===== config.mk =====
export PLATFORM = sky130hd
export DESIGN_NAME = mul_share_seq
export DESIGN_NICKNAME = d
export VERILOG_FILES = /design/src/rtl/mul_share_seq.sv
export SDC_FILE = /design/constraint.sdc
export NUM_CORES = 1
export LEC_CHECK = 0
export CORE_MARGIN = 4
export CORE_UTILIZATION = 28
export DETAILED_ROUTE_END_ITERATION = 8
export GPL_TIMING_DRIVEN = 0
export SLEW_MARGIN = 5
export SYNTH_ARGS = -nofsm -noshare
export SYNTH_HDL_FRONTEND = slang
export SYNTH_SLANG_ARGS = --single-unit

===== constraint.sdc =====
create_clock -name i_clk -period 4.25 [get_ports i_clk]
set_input_delay 0.85 -clock i_clk [delete_from_list [all_inputs] [get_ports i_clk]]
set_output_delay 0.85 -clock i_clk [all_outputs]
set_load 0.005 [all_outputs]

===== src/rtl/mul_share_seq.sv =====
// Sequential sign-magnitude 3-bit multiplier shared by two requesters under round-robin arbitration.
// Optional macro MUL_EARLY_TERM_EN: a zero-magnitude operand skips the shift-add iterations.
module mul_share_seq #(
  parameter int ITER = 2
) (
  input  logic       i_clk,
  input  logic       i_rst_n,
  input  logic [1:0] i_req,
  input  logic [2:0] i_A0,
  input  logic [2:0] i_B0,
  input  logic [2:0] i_A1,
  input  logic [2:0] i_B1,
  output logic [1:0] o_gnt,
  output logic       o_busy,
  output logic       o_valid,
  input  logic       i_res_ready,
  output logic [4:0] o_res,
  output logic       o_Z,
  output logic       o_id
);

  localparam int CW = (ITER > 1) ? $clog2(ITER) : 1;

  typedef enum logic [1:0] {
    S_IDLE = 2'd0,
    S_MUL  = 2'd1,
    S_DONE = 2'd2
  } state_t;

  // Handshake: a request is held until o_gnt pulses for it in IDLE; a result
  // is offered while o_valid is high and retires on the edge where i_res_ready is 1.

  state_t          r_state;
  state_t          w_state_nxt;
  logic [1:0]      r_a_mag;
  logic [1:0]      r_b_mag;
  logic            r_sign;
  logic [3:0]      r_acc;
  logic [CW-1:0]   r_cnt;
  logic            r_last;
  logic            r_id;

  logic            w_sel;
  logic            w_take;
  logic [1:0]      w_gnt;
  logic [2:0]      w_a;
  logic [2:0]      w_b;
  logic            w_early;
  logic [3:0]      w_addend;

  always_comb begin
    w_sel  = (i_req == 2'b11) ? ~r_last : i_req[1];
    w_take = (r_state == S_IDLE) && (i_req != 2'b00);
    w_gnt  = 2'b00;
    if (w_take) begin
      w_gnt = w_sel ? 2'b10 : 2'b01;
    end
    w_a      = w_sel ? i_A1 : i_A0;
    w_b      = w_sel ? i_B1 : i_B0;
    w_addend = {2'b00, r_a_mag} << r_cnt;
  end

`ifdef MUL_EARLY_TERM_EN
  assign w_early = (w_a[1:0] == 2'b00) || (w_b[1:0] == 2'b00);
`else
  assign w_early = 1'b0;
`endif

  always_ff @(posedge i_clk or negedge i_rst_n) begin
    if (!i_rst_n) begin
      r_state <= S_IDLE;
    end else begin
      r_state <= w_state_nxt;
    end
  end

  always_comb begin
    w_state_nxt = r_state;
    case (r_state)
      S_IDLE: begin
        if (w_take) begin
          w_state_nxt = w_early ? S_DONE : S_MUL;
        end
      end
      S_MUL: begin
        if (r_cnt == CW'(ITER - 1)) begin
          w_state_nxt = S_DONE;
        end
      end
      S_DONE: begin
        if (i_res_ready) begin
          w_state_nxt = S_IDLE;
        end
      end
      default: w_state_nxt = S_IDLE;
    endcase
  end

  // Operands are only sampled on the grant edge; a pending requester's inputs are ignored while busy.
  always_ff @(posedge i_clk or negedge i_rst_n) begin
    if (!i_rst_n) begin
      r_a_mag <= 2'b00;
      r_b_mag <= 2'b00;
      r_sign  <= 1'b0;
      r_acc   <= 4'd0;
      r_cnt   <= '0;
      r_last  <= 1'b1;
      r_id    <= 1'b0;
    end else if (w_take) begin
      r_a_mag <= w_a[1:0];
      r_b_mag <= w_b[1:0];
      r_sign  <= w_a[2] ^ w_b[2];
      r_acc   <= 4'd0;
      r_cnt   <= '0;
      r_last  <= w_sel;
      r_id    <= w_sel;
    end else if (r_state == S_MUL) begin
      if (r_b_mag[r_cnt]) begin
        r_acc <= r_acc + w_addend;
      end
      r_cnt <= r_cnt + CW'(1);
    end
  end

  assign o_gnt   = w_gnt;
  assign o_busy  = (r_state != S_IDLE);
  assign o_valid = (r_state == S_DONE);
  assign o_res   = {r_sign, r_acc};
  assign o_Z     = (r_acc == 4'd0);
  assign o_id    = r_id;

endmodule


==> impl.org <==
** Run
- Number of max-capacitance violations reported :: 0

** Final layout
- Of the cells placed in the final design, the portion with a size suffix greater than 1 is 23.1%.
- Final-stage net count :: 126
- The finished cells cover 1180 um2.
- Count of placed standard cells in the final layout, fillers left out :: 135
- Compared with the post-synthesis result, the final layout area differs by 41.5%.
- The number of antenna diodes in the final layout is 0.

** Clocking
- Number of CTS-inserted buffers :: 3
- After clock tree synthesis, the clock-pin slew on the worst setup and hold paths is 90 ps.
- Clock Latency Late Sink :: 290 ps
- # H-tree levels :: 1
- Counting along the longest clock path gives a buffer depth of 2.
- TritonCTS built the clock tree.
- Buffers inserted to repair hold after CTS numbered 0.
- Clock root buffer :: clkbuf_4
- Buffers inserted by post-CTS timing repair :: 0
- The clock drives 14 sinks.
- Gates resized during post-CTS repair numbered 0.

** GRT
- Global routing consumed, on the met1 layer, 13.1% of the routing resources.
- Global-route total usage across every layer :: 10.6%
- Number of antenna violations at the first check in global routing :: 0
- Remaining global-route overflow :: 0
- The first global-routing pass estimated 3330 um of wire.
- Entering global routing, the biggest net connects 15 pins.
- For met2 alone, demand over resource in global routing was 16.4%.
- Met3 GRT Util :: 3.96%
- Number of global-route vias before repair :: 719
- The global routing stage identified its most utilized layer as met2.

** Timing
- Setup repair after global routing left no endpoint under its margin.
- Minimum clock period after layout :: 3220 ps
- Fraction of the cycle the final worst path needs :: 75.7%
- Number of hold violations in the final report :: 0
- For the pin with the worst max-slew slack, the measured transition is 638 ps.
- Highest achievable clock rate :: 0.311 GHz
- The max-slew violation count came to 0.
- Clock skew on the completed layout was measured at 3.10 ps.
- Setup violators final :: 0
- Headroom to the max-slew limit came out at 57.3%.
- Setup_tns :: 0 ps

** Logic synthesis
- Share of synthesized registers carrying an async set or reset :: 100%
- The number of nets handed over by synthesis was 94.
- YS warnings :: 0
- Most used flip-flop cell after synthesis :: dfrtp_1
- Distinct cell type count after synthesis :: 31
- Syn Std Cell Area :: 832 um2
- The share of synthesized area in the top cell type comes to 39.1%.
- Biggest area contributors in the synthesized netlist :: dfrtp_1 (39%), a221o_1 (4.8%), ha_1 (4.5%), xnor2_1 (4.2%), mux2_2 (4.1%)
- After synthesis, the mean cell area works out to 11.4 um2.
- Flip-flop and latch count after synthesis :: 14
- Sequential area share after synthesis :: 42.3%
- Largest area contributor in the synthesized netlist :: dfrtp_1
- EDFF count, synth :: 0
- Number of standard cells after synthesis :: 73

** Power
- The internal portion of the total power is 0.489 mW.
- Worst IR drop on VDD :: 315 uV
- Part of the power in combinational logic :: 54.5%
- Of the total power, the clock network draws 13.2%.
- Power Dens Cells :: 652 nW/um2
- Sw Ratio :: 36.3%
- Leak pwr :: 0.512 nW
- Total net switching power :: 0.279 mW
- Part of the total power dissipated in sequential elements :: 32.3%

** Floorplanning
- Die area :: 3910 um2
- The floorplan has 19 rows.
- Once the floorplan was initialized, standard cells occupied 29.7% of the core.
- Std-Cell Core Area :: 2810 um2
- Num ports :: 28
- Measured along the y axis, the die boundary spans 62.5 um.
- The die is 62.5 um wide.

** Placement
- Input and output buffers added on the ports amount to 27.
- At the end of routability-driven placement, the weighted congestion stood at 0.852.
- The number of placed instances, taps included, is 131.
- Detailed placement finished with a half-perimeter wire length of 1530 um.
- After detailed placement, the total cell area comes to 1140 um2.

** Route
- Number of DRC markers in iteration 0 :: 21
- Routed vias/inst :: 5.03
- Routed vias :: 679
- Before antenna repair, the detailed router went through 4 iterations.
- Count of antenna-violating nets left after detailed routing :: 0
- After detailed routing, the average wire length per cell comes to 14.0 um.
- For this run, design rule violations remaining after detail routing come to 0.
- Wires add up to 1900 um.

** Setup path
- Maximum fanout count along the critical path :: 6
- CP Capture Type :: output pin
- Data on the critical path is required at its endpoint by 3400 ps.
- Startpoint-to-endpoint class of the critical path :: in -> out
- Measured in cells, the most critical reg-to-reg path has a length of 6.
- The worst setup path is launched from a primary input.
- Arrival time of data at the critical path endpoint :: 2370 ps

** Status
- The run finished with clean final reports.

** Hold path
- In this run the worst hold path is classified as reg -> reg.
- Counting instances, the worst hold path has a depth of 1.
[logic make-up after synthesis]
group,Yosys count,synth area share (%)
simple gates,20,17.1
compound gates,19,17.1
flops,14,42.3
buf+inv,6,4.66
mux,6,7.67
xor+xnor,4,4.21
fa+ha+maj,4,6.92
[Yosys cell counts (3+ instances only)]
cell type / n
ha_1: 3
a21oi_1: 4
dfrtp_1: 13
o21ai_0: 4
a221o_1: 4
mux2_2: 3
mux2i_1: 3
xnor2_1: 4
and3_2: 4
nand3_1: 3
[sequential cells by signal, summed over array words and instances (netlist names)]
| register | flops |
|---|---|
| r_last | 1 |
| r_acc | 4 |
| r_b_mag | 2 |
| r_state | 2 |
| o_id | 1 |
| r_sign | 1 |
| r_a_mag | 2 |
| r_cnt | 1 |
[layout by cell type, fill, tap and decap left out, drive strengths merged]
cell	count
a211oi	1
a21boi	1
a21o	2
a21oi	4
a221o	4
a22o	1
a311oi	1
and2	2
and2b	2
and3	5
buf	4
clkbuf	4
clkdlybuf4s50	27
dfrtp	13
dfstp	1
fa	1
ha	3
inv	2
mux2	3
mux2i	3
nand2b	2
nand3	3
nor2	4
nor2b	1
nor4	1
o21ai	5
xnor2	4
[per-stage QoR]
stage | util, % | hold slack (ps) | worst slack (ps) | power, mW
floorplan | - | 474 | 2160 | 0.504
global placement | 40.7 | 467 | 1030 | 0.660
detailed placement | 40.7 | 465 | 1040 | 0.669
CTS | 42.0 | 495 | 1030 | 0.776
global route | 42.0 | 537 | 948 | 0.830
finish | 42.0 | 489 | 1030 | 0.768
[area by class of cell]
type,instances,area (um2)
timing repair buffer,27,270
fill,276,1630
sequential,14,352
buffer,4,31.3
clock buffer,4,36.3
tap,31,38.8
multi-input combinational,53,442
inverter,2,7.51
[metal layers]
| layer | vias up | wire, um |
|---|---|---|
| li1 | 330 | - |
| met1 | 318 | 880 |
| met2 | 26 | 850 |
| met3 | 5 | 123 |
| met4 | 0 | 41 |
| met5 | - | 0 |
[worst max-delay path, stage by stage]
cell and delay [ps]:
clkdlybuf4s50_1 510, a21boi_2 280, and2_2 210, clkdlybuf4s50_1 500
[final timing paths]
| path | start | endpoint | slack [ps] |
|---|---|---|---|
| setup / recovery | i_req[1] | o_gnt[1] | 1030 |
| hold / removal | o_id | o_id | 490 |
| setup reg to reg | r_cnt | r_acc[3] | 2480 |
| hold reg to reg | o_id | o_id | 490 |
| max in group asynchronous | i_rst_n | o_id | 2890 |
| min in group asynchronous | i_rst_n | r_sign | 950 |
[power groups by stage]
| stage | Sequential [mW] | Combinational [mW] | Clock [mW] |
|---|---|---|---|
| 2_1_floorplan | 0.239 | 0.265 | 0 |
| 3_3_place_gp | 0.247 | 0.413 | 0 |
| 3_5_place_dp | 0.250 | 0.419 | 0 |
| 4_1_cts | 0.249 | 0.425 | 0.103 |
| 5_1_grt | 0.259 | 0.462 | 0.109 |
| 6_report | 0.248 | 0.418 | 0.101 |
No activity file was read; power rests on OpenSTA's default activity.
